--- config.mk ---
export PLATFORM = sky130hd
export DESIGN_NAME = param_fifo
export DESIGN_NICKNAME = d
export VERILOG_FILES = /design/src/rtl/param_fifo_pkg.sv /design/src/rtl/fifo_mem.sv /design/src/rtl/param_fifo.sv
export VERILOG_INCLUDE_DIRS = /design/src /design/src/rtl
export SDC_FILE = /design/constraint.sdc
export NUM_CORES = 1
export LEC_CHECK = 0
export ABC_AREA = 1
export ABC_CLOCK_PERIOD_IN_PS = 4000
export CORE_ASPECT_RATIO = 0.5
export CORE_MARGIN = 8
export CORE_UTILIZATION = 39
export DETAILED_ROUTE_END_ITERATION = 10
export PLACE_DENSITY = 0.62
export SETUP_SLACK_MARGIN = 0.2
export SLEW_MARGIN = 15
export SYNTH_ARGS = -nofsm -noshare
export SYNTH_HDL_FRONTEND = slang
export SYNTH_SLANG_ARGS = --single-unit
--- constraint.sdc ---
create_clock -name clk -period 4 [get_ports clk]
set_input_delay 0.6 -clock clk [delete_from_list [all_inputs] [get_ports clk]]
set_output_delay 0.6 -clock clk [all_outputs]
set_load 0.02 [all_outputs]
--- src/rtl/fifo_pkg.vh ---
// Shared log2 macro and default FIFO geometry.
`ifndef FIFO_PKG_VH
`define FIFO_PKG_VH

`define FIFO_LOG2(x) $clog2(x)
`define FIFO_DEF_DATA_WIDTH 8
`define FIFO_DEF_DEPTH 32

`endif

--- src/rtl/param_fifo_pkg.sv ---
// Common types and defaults for the parameterised FIFO.
`include "fifo_pkg.vh"

package param_fifo_pkg;

    localparam int DEF_DATA_WIDTH = `FIFO_DEF_DATA_WIDTH;
    localparam int DEF_DEPTH      = `FIFO_DEF_DEPTH;
    localparam int DEF_AEMPTY_TH  = 2;

    // Encoded as {write_accepted, read_accepted}
    typedef enum logic [1:0] {
        OP_IDLE = 2'b00,
        OP_RD   = 2'b01,
        OP_WR   = 2'b10,
        OP_RW   = 2'b11
    } fifo_op_e;

endpackage

--- src/rtl/fifo_mem.sv ---
// FIFO storage: one write port, one asynchronous read port, no reset.
module fifo_mem #(
    parameter int DATA_WIDTH = 8,
    parameter int DEPTH      = 32,
    parameter int ADDR_WIDTH = 5
) (
    input  logic                  clk,
    input  logic                  wr_en,
    input  logic [ADDR_WIDTH-1:0] wr_addr,
    input  logic [DATA_WIDTH-1:0] wr_data,
    input  logic [ADDR_WIDTH-1:0] rd_addr,
    output logic [DATA_WIDTH-1:0] rd_data
);

    logic [DATA_WIDTH-1:0] mem_q [DEPTH];

    always_ff @(posedge clk) begin
        if (wr_en) begin
            mem_q[wr_addr] <= wr_data;
        end
    end

    assign rd_data = mem_q[rd_addr];

endmodule

--- src/rtl/param_fifo.sv ---
// Synchronous FIFO with status/error flags; define PARAM_FIFO_FWFT_EN
// for first-word-fall-through output, otherwise dout is registered.
`include "fifo_pkg.vh"

module param_fifo
    import param_fifo_pkg::*;
#(
    parameter int DATA_WIDTH = DEF_DATA_WIDTH,
    parameter int DEPTH      = DEF_DEPTH,
    parameter int AFULL_TH   = DEPTH - 2,
    parameter int AEMPTY_TH  = DEF_AEMPTY_TH,
    parameter int ADDR_WIDTH = `FIFO_LOG2(DEPTH)
) (
    input  logic                  clk,
    input  logic                  rst_n,
    input  logic                  flush,
    input  logic                  wr_en,
    input  logic [DATA_WIDTH-1:0] din,
    input  logic                  rd_en,
    output logic [DATA_WIDTH-1:0] dout,
    output logic                  dout_valid,
    output logic                  full,
    output logic                  almost_full,
    output logic                  empty,
    output logic                  almost_empty,
    output logic [ADDR_WIDTH:0]   count,
    output logic                  overflow,
    output logic                  underflow,
    input  logic                  clr_err
);

    localparam logic [ADDR_WIDTH:0] PTR_ONE  = {{ADDR_WIDTH{1'b0}}, 1'b1};
    localparam logic [ADDR_WIDTH:0] AFULL_V  = AFULL_TH[ADDR_WIDTH:0];
    localparam logic [ADDR_WIDTH:0] AEMPTY_V = AEMPTY_TH[ADDR_WIDTH:0];

    logic [ADDR_WIDTH:0]   wr_ptr_q, wr_ptr_d;
    logic [ADDR_WIDTH:0]   rd_ptr_q, rd_ptr_d;
    logic                  overflow_q, overflow_d;
    logic                  underflow_q, underflow_d;
    logic                  wr_acc, rd_acc;
    logic [DATA_WIDTH-1:0] rd_data;
    fifo_op_e              op;

    // Extra pointer MSB tells a full ring from an empty one
    assign count = wr_ptr_q - rd_ptr_q;
    assign empty = (wr_ptr_q == rd_ptr_q);
    assign full  = (wr_ptr_q[ADDR_WIDTH] != rd_ptr_q[ADDR_WIDTH]) &&
                   (wr_ptr_q[ADDR_WIDTH-1:0] == rd_ptr_q[ADDR_WIDTH-1:0]);
    assign almost_full  = (count >= AFULL_V);
    assign almost_empty = (count <= AEMPTY_V);
    assign overflow     = overflow_q;
    assign underflow    = underflow_q;

    assign wr_acc = wr_en & ~full & ~flush;
    assign rd_acc = rd_en & ~empty & ~flush;
    assign op     = fifo_op_e'({wr_acc, rd_acc});

    always_comb begin
        wr_ptr_d = wr_ptr_q;
        rd_ptr_d = rd_ptr_q;
        if (flush) begin
            wr_ptr_d = '0;
            rd_ptr_d = '0;
        end else begin
            unique case (op)
                OP_IDLE: ;
                OP_WR:   wr_ptr_d = wr_ptr_q + PTR_ONE;
                OP_RD:   rd_ptr_d = rd_ptr_q + PTR_ONE;
                OP_RW: begin
                    wr_ptr_d = wr_ptr_q + PTR_ONE;
                    rd_ptr_d = rd_ptr_q + PTR_ONE;
                end
            endcase
        end
    end

    // A fresh error wins over a same-cycle clear
    always_comb begin
        overflow_d  = (overflow_q & ~clr_err) | (wr_en & full);
        underflow_d = (underflow_q & ~clr_err) | (rd_en & empty);
    end

    always_ff @(posedge clk or negedge rst_n) begin
        if (!rst_n) begin
            wr_ptr_q    <= '0;
            rd_ptr_q    <= '0;
            overflow_q  <= 1'b0;
            underflow_q <= 1'b0;
        end else begin
            wr_ptr_q    <= wr_ptr_d;
            rd_ptr_q    <= rd_ptr_d;
            overflow_q  <= overflow_d;
            underflow_q <= underflow_d;
        end
    end

    fifo_mem #(
        .DATA_WIDTH (DATA_WIDTH),
        .DEPTH      (DEPTH),
        .ADDR_WIDTH (ADDR_WIDTH)
    ) u_mem (
        .clk     (clk),
        .wr_en   (wr_acc),
        .wr_addr (wr_ptr_q[ADDR_WIDTH-1:0]),
        .wr_data (din),
        .rd_addr (rd_ptr_q[ADDR_WIDTH-1:0]),
        .rd_data (rd_data)
    );

`ifdef PARAM_FIFO_FWFT_EN
    assign dout       = rd_data;
    assign dout_valid = ~empty;
`else
    logic [DATA_WIDTH-1:0] dout_q, dout_d;
    logic                  dout_valid_q, dout_valid_d;

    always_comb begin
        dout_d       = dout_q;
        dout_valid_d = rd_acc;
        if (rd_acc) begin
            dout_d = rd_data;
        end
    end

    always_ff @(posedge clk or negedge rst_n) begin
        if (!rst_n) begin
            dout_q       <= '0;
            dout_valid_q <= 1'b0;
        end else begin
            dout_q       <= dout_d;
            dout_valid_q <= dout_valid_d;
        end
    end

    assign dout       = dout_q;
    assign dout_valid = dout_valid_q;
`endif

endmodule

==> metrics.csv, run 1 <==
stage,metric,value,unit
cells_and_area,Final Net Count,1253,
synthesis,syn_nets,1232,
synthesis,synth unique cells,41,
synthesis,ys flop type,edfxtp_1,
sta,Tcrit/Tclk final,90.3,%
setup_path,reg2reg start,rd_ptr_q[4],
setup_path,reg-to-reg endpoint,u_mem.mem_q[18][3],
floorplanning,Top Ports,35,
power_and_ir_drop,VDD IR-drop max,0.243,mV
clock_network,CTS max path bufs,3,
routing,Detailed Route WL,29900,um
routing,initial DRC count,864,
sta,Worst-Margin Slew,1.10,ns
sta,Max transition margin,26.8,%
clock_network,CTS tree,built,
placed_design,dpl cells,1631,
cells_and_area,"most common cell after layout, fill and taps aside",nand2_1,
synthesis,number of flops mapped to enable cells by yosys,256,
sta,setup TNS,0,ns
synthesis,Syn Inst Count,1207,
synthesis,"Avg Cell Area, Syn",10.4,um^2
floorplanning,Die W,270,um
sta,final worst slack,0.389,ns
clock_network,clock root buffer,clkbuf_16,
clock_network,TritonCTS buffer count,27,
sta,unrepaired setup endpoints after global routing,no,
synthesis,sequential cell area fraction in the yosys report,65.6,%
synthesis,total number of yosys warnings,0,
cells_and_area,synthesis-to-layout area growth,11.7,%
setup_path,"Critical Path, Cell by Cell",inv_1 > ha_1 > inv_1 > fa_1 > nand3_1 > nand2_1 > or2_2 > nand2_1 > inv_1 > nand3_1 > o21bai_1 > clkdlybuf4s50_1,
floorplanning,die footprint,0.0386,mm^2
sta,clk_skew,0.0113,ns
floorplanning,Initial Util,39.7,%
synthesis,Post-Synth Adder-Cell Area,1.15,%
grt,largest net degree at the start of global routing,120,
cells_and_area,fin cells,1681,
setup_path,worst reg2reg path depth,11,
synthesis,Compound-Gate Fraction of Synth Area,1.34,%
synthesis,main combinational cell family by area after synthesis,simple AND/OR/NAND/NOR gates,
setup_path,CP required,3.40,ns
grt,number of global-route vias before repair,8182,
min_path,Hold Crit Class,primary input to async pin,
floorplanning,Die Ht,143,um
synthesis,Post-Synth Simple-Gate Area,22.6,%
setup_path,Critical Path Most Common Cell,inv_1,
setup_path,critical path class,flop to output pin,
setup_path,Buffers & Inverters on Critical Path,4,
setup_path,r2r setup slk,1.12,ns
routing,drc violations,0,
setup_path,"Max FO, Critical Path",6,
setup_path,Critical Path Slowest Stage Cell,clkdlybuf4s50_1,
sta,Max Fclk,277,MHz
synthesis,synthesized flop and latch total,279,
sta,final count of negative-setup-slack endpoints,0,
floorplanning,core box area,0.0317,mm^2
setup_path,critical path startpoint category,flop,
cells_and_area,fillers,2925,
routing,via/cell ratio,4.98,
cells_and_area,most frequent cells in the layout,"nand2_1, edfxtp_1, nand3_1",
floorplanning,Placement Rows,46,
synthesis,ys async rst share,8.24,%
setup_path,Setup crit end kind,output pin,
grt,first-pass GRT wire length,46100,um
sta,count of final hold-check violations,0,
cells_and_area,Diodes inserted,0,
routing,Antenna Violating Nets Remaining,0,
placed_design,Final Wtd Congestion,0.915,
grt,antenna violations before repair,0,
grt,GRT overflow,0,
power_and_ir_drop,Pleak,5.72,nW
clock_network,# H-tree levels,1,
clock_network,worst-skew pair later-pin latency,0.54,ns
setup_path,Crit path max-delay family,buffers and inverters,
clock_network,clk slew on worst S/H paths,0.06,ns
synthesis,"Cell Area, Synth",0.0126,mm^2
sta,Max Slew Vio Count,0,
routing,drt wl/cell,17.8,um
routing,DRT Pass-1 Iters,6,
synthesis,Synth Area in XOR/XNOR,0.477,%
synthesis,multiplexer area fraction after synthesis,0,%
setup_path,CP Data Arrival Time,3.01,ns
placed_design,PortBufs,34,
setup_path,highest cell delay on the worst timing path,0.55,ns
clock_network,clock sink count,279,
sta,clock period minus worst slack,3.61,ns
routing,vias,8366,
cells_and_area,share of layout cells above drive strength 1,8.09,%
placed_design,Final HPWL DP,18500,um
power_and_ir_drop,P per Cell Area,487,mW/mm^2
outcome,outcome,finished clean,
grt,GRT Total Usage,15.1,%
placed_design,pre-CTS setup slack,0.847,ns
flow_run,maxcap violations,0,
==> synth_stat cells, types with 2 or more instances <==
cell        n  area share [%]
edfxtp_1  256              61
o211ai_1    8            0.48
nand3_1   236             9.4
clkbuf_2    2           0.080
xnor2_1     2            0.14
inv_2       5            0.15
nor2_1     37             1.1
or2_2      17            0.84
xor2_1      3            0.21
nand2_2     2           0.099
buf_2      23            0.91
nor3_1      7            0.28
buf_6       5            0.45
inv_1     197             5.9
o21ai_0     8            0.32
clkbuf_1    9            0.27
dfrtp_1    23             4.6
a21oi_1     4            0.16
nand2_1   287             8.6
buf_4      15            0.89
ha_1       10            0.99
nand2_4     5            0.45
clkinv_1    2           0.060
or2_1      24             1.2
o21ai_1     2           0.080
buf_1       3           0.089
==> power by group <==
group | switching, mW | leakage (nW) | internal [mW]
Combinational | 0.752 | 2.71 | 0.380
Clock | 1.05 | 0.412 | 1.38
Sequential | 0.0474 | 2.60 | 3.24
Total | 1.85 | 5.72 | 5.00
==> logic make-up (layout without fill, tap and decap cells) <==
family | Yosys count | count (layout)
simple gates | 622 | 622
fa+ha+maj | 11 | 11
compound gates | 27 | 27
xor+xnor | 6 | 6
buf+inv | 262 | 304
flops | 279 | 279
==> final cells by class <==
type	instances	area (um^2)	area share [%]
clock inverters	13	88.8	0.632
well taps	432	541	3.84
flip-flops and latches	279	8270	58.8
clock buffers	37	753	5.35
inverters	205	772	5.49
repair buffers	49	425	3.02
multi-input cells	666	3220	22.9
==> how the worst max path moves through the flow <==
stage	startpoint	end	slack, ns	depth (start not counted)
floorplan	rd_ptr_q[3]	u_mem.mem_q[15][0]	1.19	13
global placement	wr_ptr_q[0]	almost_empty	0.88	11
detailed placement	wr_ptr_q[0]	almost_empty	0.85	11
CTS	wr_ptr_q[0]	almost_empty	0.26	11
global route	wr_ptr_q[0]	almost_full	0.21	12
finish	wr_ptr_q[0]	almost_full	0.39	12
==> per-stage QoR <==
| step | hold slack (ns) | utilization, % | power, mW | cell area [um^2] |
|---|---|---|---|---|
| finish | 0.462 | 44.4 | 6.85 | 14100 |
| global route | 0.525 | 44.4 | 7.10 | 14100 |
| CTS | 0.491 | 44.3 | 6.90 | 14100 |
| detailed placement | 0.525 | 41.7 | 4.49 | 13200 |
| global placement | 0.511 | 41.7 | 4.47 | 13200 |
| floorplan | 0.304 | - | 4.08 | 12600 |
==> sequential cells by signal, indices dropped and copies added (netlist names) <==
signal,count
rd_ptr_q,6
wr_ptr_q,6
underflow,1
dout,8
dout_valid,1
u_mem.mem_q,256
overflow,1
==> routing by layer <==
metal / share of wire [%] / global-route usage, % / vias up
li1: - / - / 4001
met5: 0 / 0 / -
met2: 46 / 25.0 / 293
met4: 2.8 / 4.77 / 0
met3: 6.6 / 2.19 / 57
met1: 45 / 20.6 / 4015
==> timing repair <==
action,CTS,global route
buffers inserted,0,0
gates resized for setup,0,2
hold buffers,0,0
endpoints found under the setup margin,0,2
Note: power is estimated with default switching activity, not from simulation.
==> run 2, diff against run 1 <==
--- a/config.mk
+++ b/config.mk
@@ -12,6 +12,7 @@
 export CORE_MARGIN = 8
 export CORE_UTILIZATION = 39
 export DETAILED_ROUTE_END_ITERATION = 10
+export MAX_ROUTING_LAYER = met4
 export PLACE_DENSITY = 0.62
 export SETUP_SLACK_MARGIN = 0.2
 export SLEW_MARGIN = 15
==> metrics.csv, run 2 (synthesis gave the netlist of run 1 again) <==
stage,metric,value,unit,change
floorplanning,die footprint,0.0386,mm^2,unchanged
sta,final worst slack,0.391,ns,was 0.389 ns
cells_and_area,share of layout cells above drive strength 1,8.09,%,unchanged
clock_network,TritonCTS buffer count,27,,unchanged
setup_path,highest cell delay on the worst timing path,0.55,ns,about the same
grt,GRT overflow,0,,unchanged
clock_network,CTS max path bufs,3,,unchanged
sta,Max transition margin,27.8,%,was 26.8%
clock_network,CTS tree,built,,unchanged
cells_and_area,"most common cell after layout, fill and taps aside",nand2_1,,unchanged
routing,initial DRC count,920,,was 864
setup_path,"Critical Path, Cell by Cell",inv_1 > ha_1 > inv_1 > fa_1 > nand3_1 > nand2_1 > or2_2 > nand2_1 > inv_1 > nand3_1 > o21bai_1 > clkdlybuf4s50_1,,unchanged
cells_and_area,finished layout cell area,0.0141,mm^2,unchanged
routing,Antenna Violating Nets Remaining,0,,unchanged
sta,clock period minus worst slack,3.61,ns,about the same
setup_path,Critical Path Most Common Cell,inv_1,,unchanged
routing,DRT Pass-1 Iters,5,,was 6
clock_network,worst-skew pair later-pin latency,0.53,ns,was 0.54 ns
power_and_ir_drop,Pwr Total,6.85,mW,about the same
sta,Max Fclk,277,MHz,about the same
sta,Tcrit/Tclk final,90.2,%,was 90.3%
clock_network,clock root buffer,clkbuf_16,,unchanged
setup_path,crit path from,wr_ptr_q[0],,unchanged
setup_path,Critical Path Slowest Stage Cell,clkdlybuf4s50_1,,unchanged
sta,Max Slew Vio Count,0,,unchanged
cells_and_area,most frequent cells in the layout,"nand2_1, edfxtp_1, nand3_1",,unchanged
placed_design,dpl cells,1631,,unchanged
cells_and_area,max FFs per register,256,,unchanged
routing,vias,8447,,was 8366
routing,Detailed Route WL,30000,um,was 29900 um
cells_and_area,most flop-heavy register,u_mem.mem_q,,unchanged
floorplanning,Placement Rows,46,,unchanged
clock_network,hold buffer count at cts,0,,unchanged
power_and_ir_drop,VDD IR-drop max,0.245,mV,was 0.243 mV
cells_and_area,Diodes inserted,0,,unchanged
floorplanning,Die Ht,143,um,unchanged
power_and_ir_drop,P per Cell Area,487,mW/mm^2,about the same
routing,via/cell ratio,5.02,,was 4.98
sta,Worst-Margin Slew,1.08,ns,was 1.10 ns
setup_path,critical path startpoint category,flop,,unchanged
placed_design,DP Area,0.0132,mm^2,unchanged
power_and_ir_drop,Pleak,5.72,nW,unchanged
clock_network,clk slew on worst S/H paths,0.06,ns,about the same
grt,number of global-route vias before repair,8178,,was 8182
cells_and_area,Final Net Count,1253,,unchanged
cells_and_area,synthesis-to-layout area growth,11.7,%,unchanged
cells_and_area,fillers,2925,,unchanged
clock_network,# H-tree levels,1,,unchanged
sta,Final Hold Slack,0.467,ns,was 0.462 ns
setup_path,Setup crit end kind,output pin,,unchanged
cells_and_area,fin cells,1681,,unchanged
routing,drt wl/cell,17.9,um,was 17.8 um
setup_path,reg2reg start,rd_ptr_q[4],,unchanged
setup_path,CP required,3.40,ns,about the same
min_path,Hold Crit Class,primary input to async pin,,unchanged
cells_and_area,final core utilization,44.4,%,unchanged
floorplanning,Initial Util,39.7,%,unchanged
setup_path,"Max FO, Critical Path",6,,unchanged
sta,setup TNS,0,ns,unchanged
sta,count of final hold-check violations,0,,unchanged
grt,largest net degree at the start of global routing,120,,unchanged
outcome,outcome,finished clean,,unchanged
floorplanning,core box area,0.0317,mm^2,unchanged
routing,drc violations,0,,unchanged
flow_run,maxcap violations,0,,unchanged
setup_path,critical path class,flop to output pin,,unchanged
sta,unrepaired setup endpoints after global routing,no,,unchanged
clock_network,clock sink count,279,,unchanged
placed_design,Final HPWL DP,18500,um,unchanged
grt,antenna violations before repair,0,,unchanged
sta,final count of negative-setup-slack endpoints,0,,unchanged
setup_path,CP Data Arrival Time,3.01,ns,about the same
placed_design,pre-CTS setup slack,0.847,ns,unchanged
floorplanning,Top Ports,35,,unchanged
grt,first-pass GRT wire length,46200,um,was 46100 um
placed_design,PortBufs,34,,unchanged
clock_network,Post-CTS Setup Repair Bufs,0,,unchanged
grt,GRT Total Usage,15.6,%,was 15.1%
clock_network,post_cts resized,0,,unchanged
floorplanning,Die W,270,um,unchanged
placed_design,Final Wtd Congestion,0.930,,was 0.915
sta,clk_skew,0.0119,ns,was 0.0113 ns
## run 2: cell counts in the layout (fill, tap and decap cells not counted)
Identical to the previous run, type by type.
## run 2: worst paths after layout
| check | end | cells past startpoint | slack (ns) |
|---|---|---|---|
| worst max-delay path | almost_full | 12 | 0.39 |
| worst min-delay path | underflow | 1 | 0.47 |
| worst max register to register | u_mem.mem_q[18][3] | 11 | 1.15 |
| worst min register to register | dout[5] | 2 | 0.53 |
| max in group asynchronous | dout[6] | 2 | 2.88 |
| min in group clk | dout[5] | 2 | 0.53 |
## run 2: metal layers
metal / up-vias / global-route usage, % / part of all wire (%)
met5: - / - / 0
met4: 0 / 4.77 / 2.9
met3: 62 / 2.07 / 6.5
met2: 314 / 25.0 / 46
met1: 4068 / 20.8 / 45
li1: 4003 / - / -
## run 2: worst max-delay path: cells and delay by family, from the launching register on
family	cells	cell delay, ns
and+or+nand+nor	5	0.57
adders and majority gates	2	0.60
buffers and inverters	4	0.84
AOI/OAI and AO/OA	1	0.07
DFF	1	0.40
## run 2: final cells by class
type / instances / area [um^2] / share of cell area (%)
clock buffer: 37 / 753 / 5.35
clock inverter: 13 / 88.8 / 0.632
inverter: 205 / 772 / 5.49
multi-input combinational: 666 / 3220 / 22.9
sequential: 279 / 8270 / 58.8
tap: 432 / 541 / 3.84
timing repair buffer: 49 / 425 / 3.02
## run 2: report_power, final
part / switching [mW] / total, mW / internal [mW]
clock network: 1.05 / 2.43 / 1.38
logic: 0.754 / 1.13 / 0.380
registers: 0.0486 / 3.29 / 3.24
total: 1.86 / 6.85 / 5.00
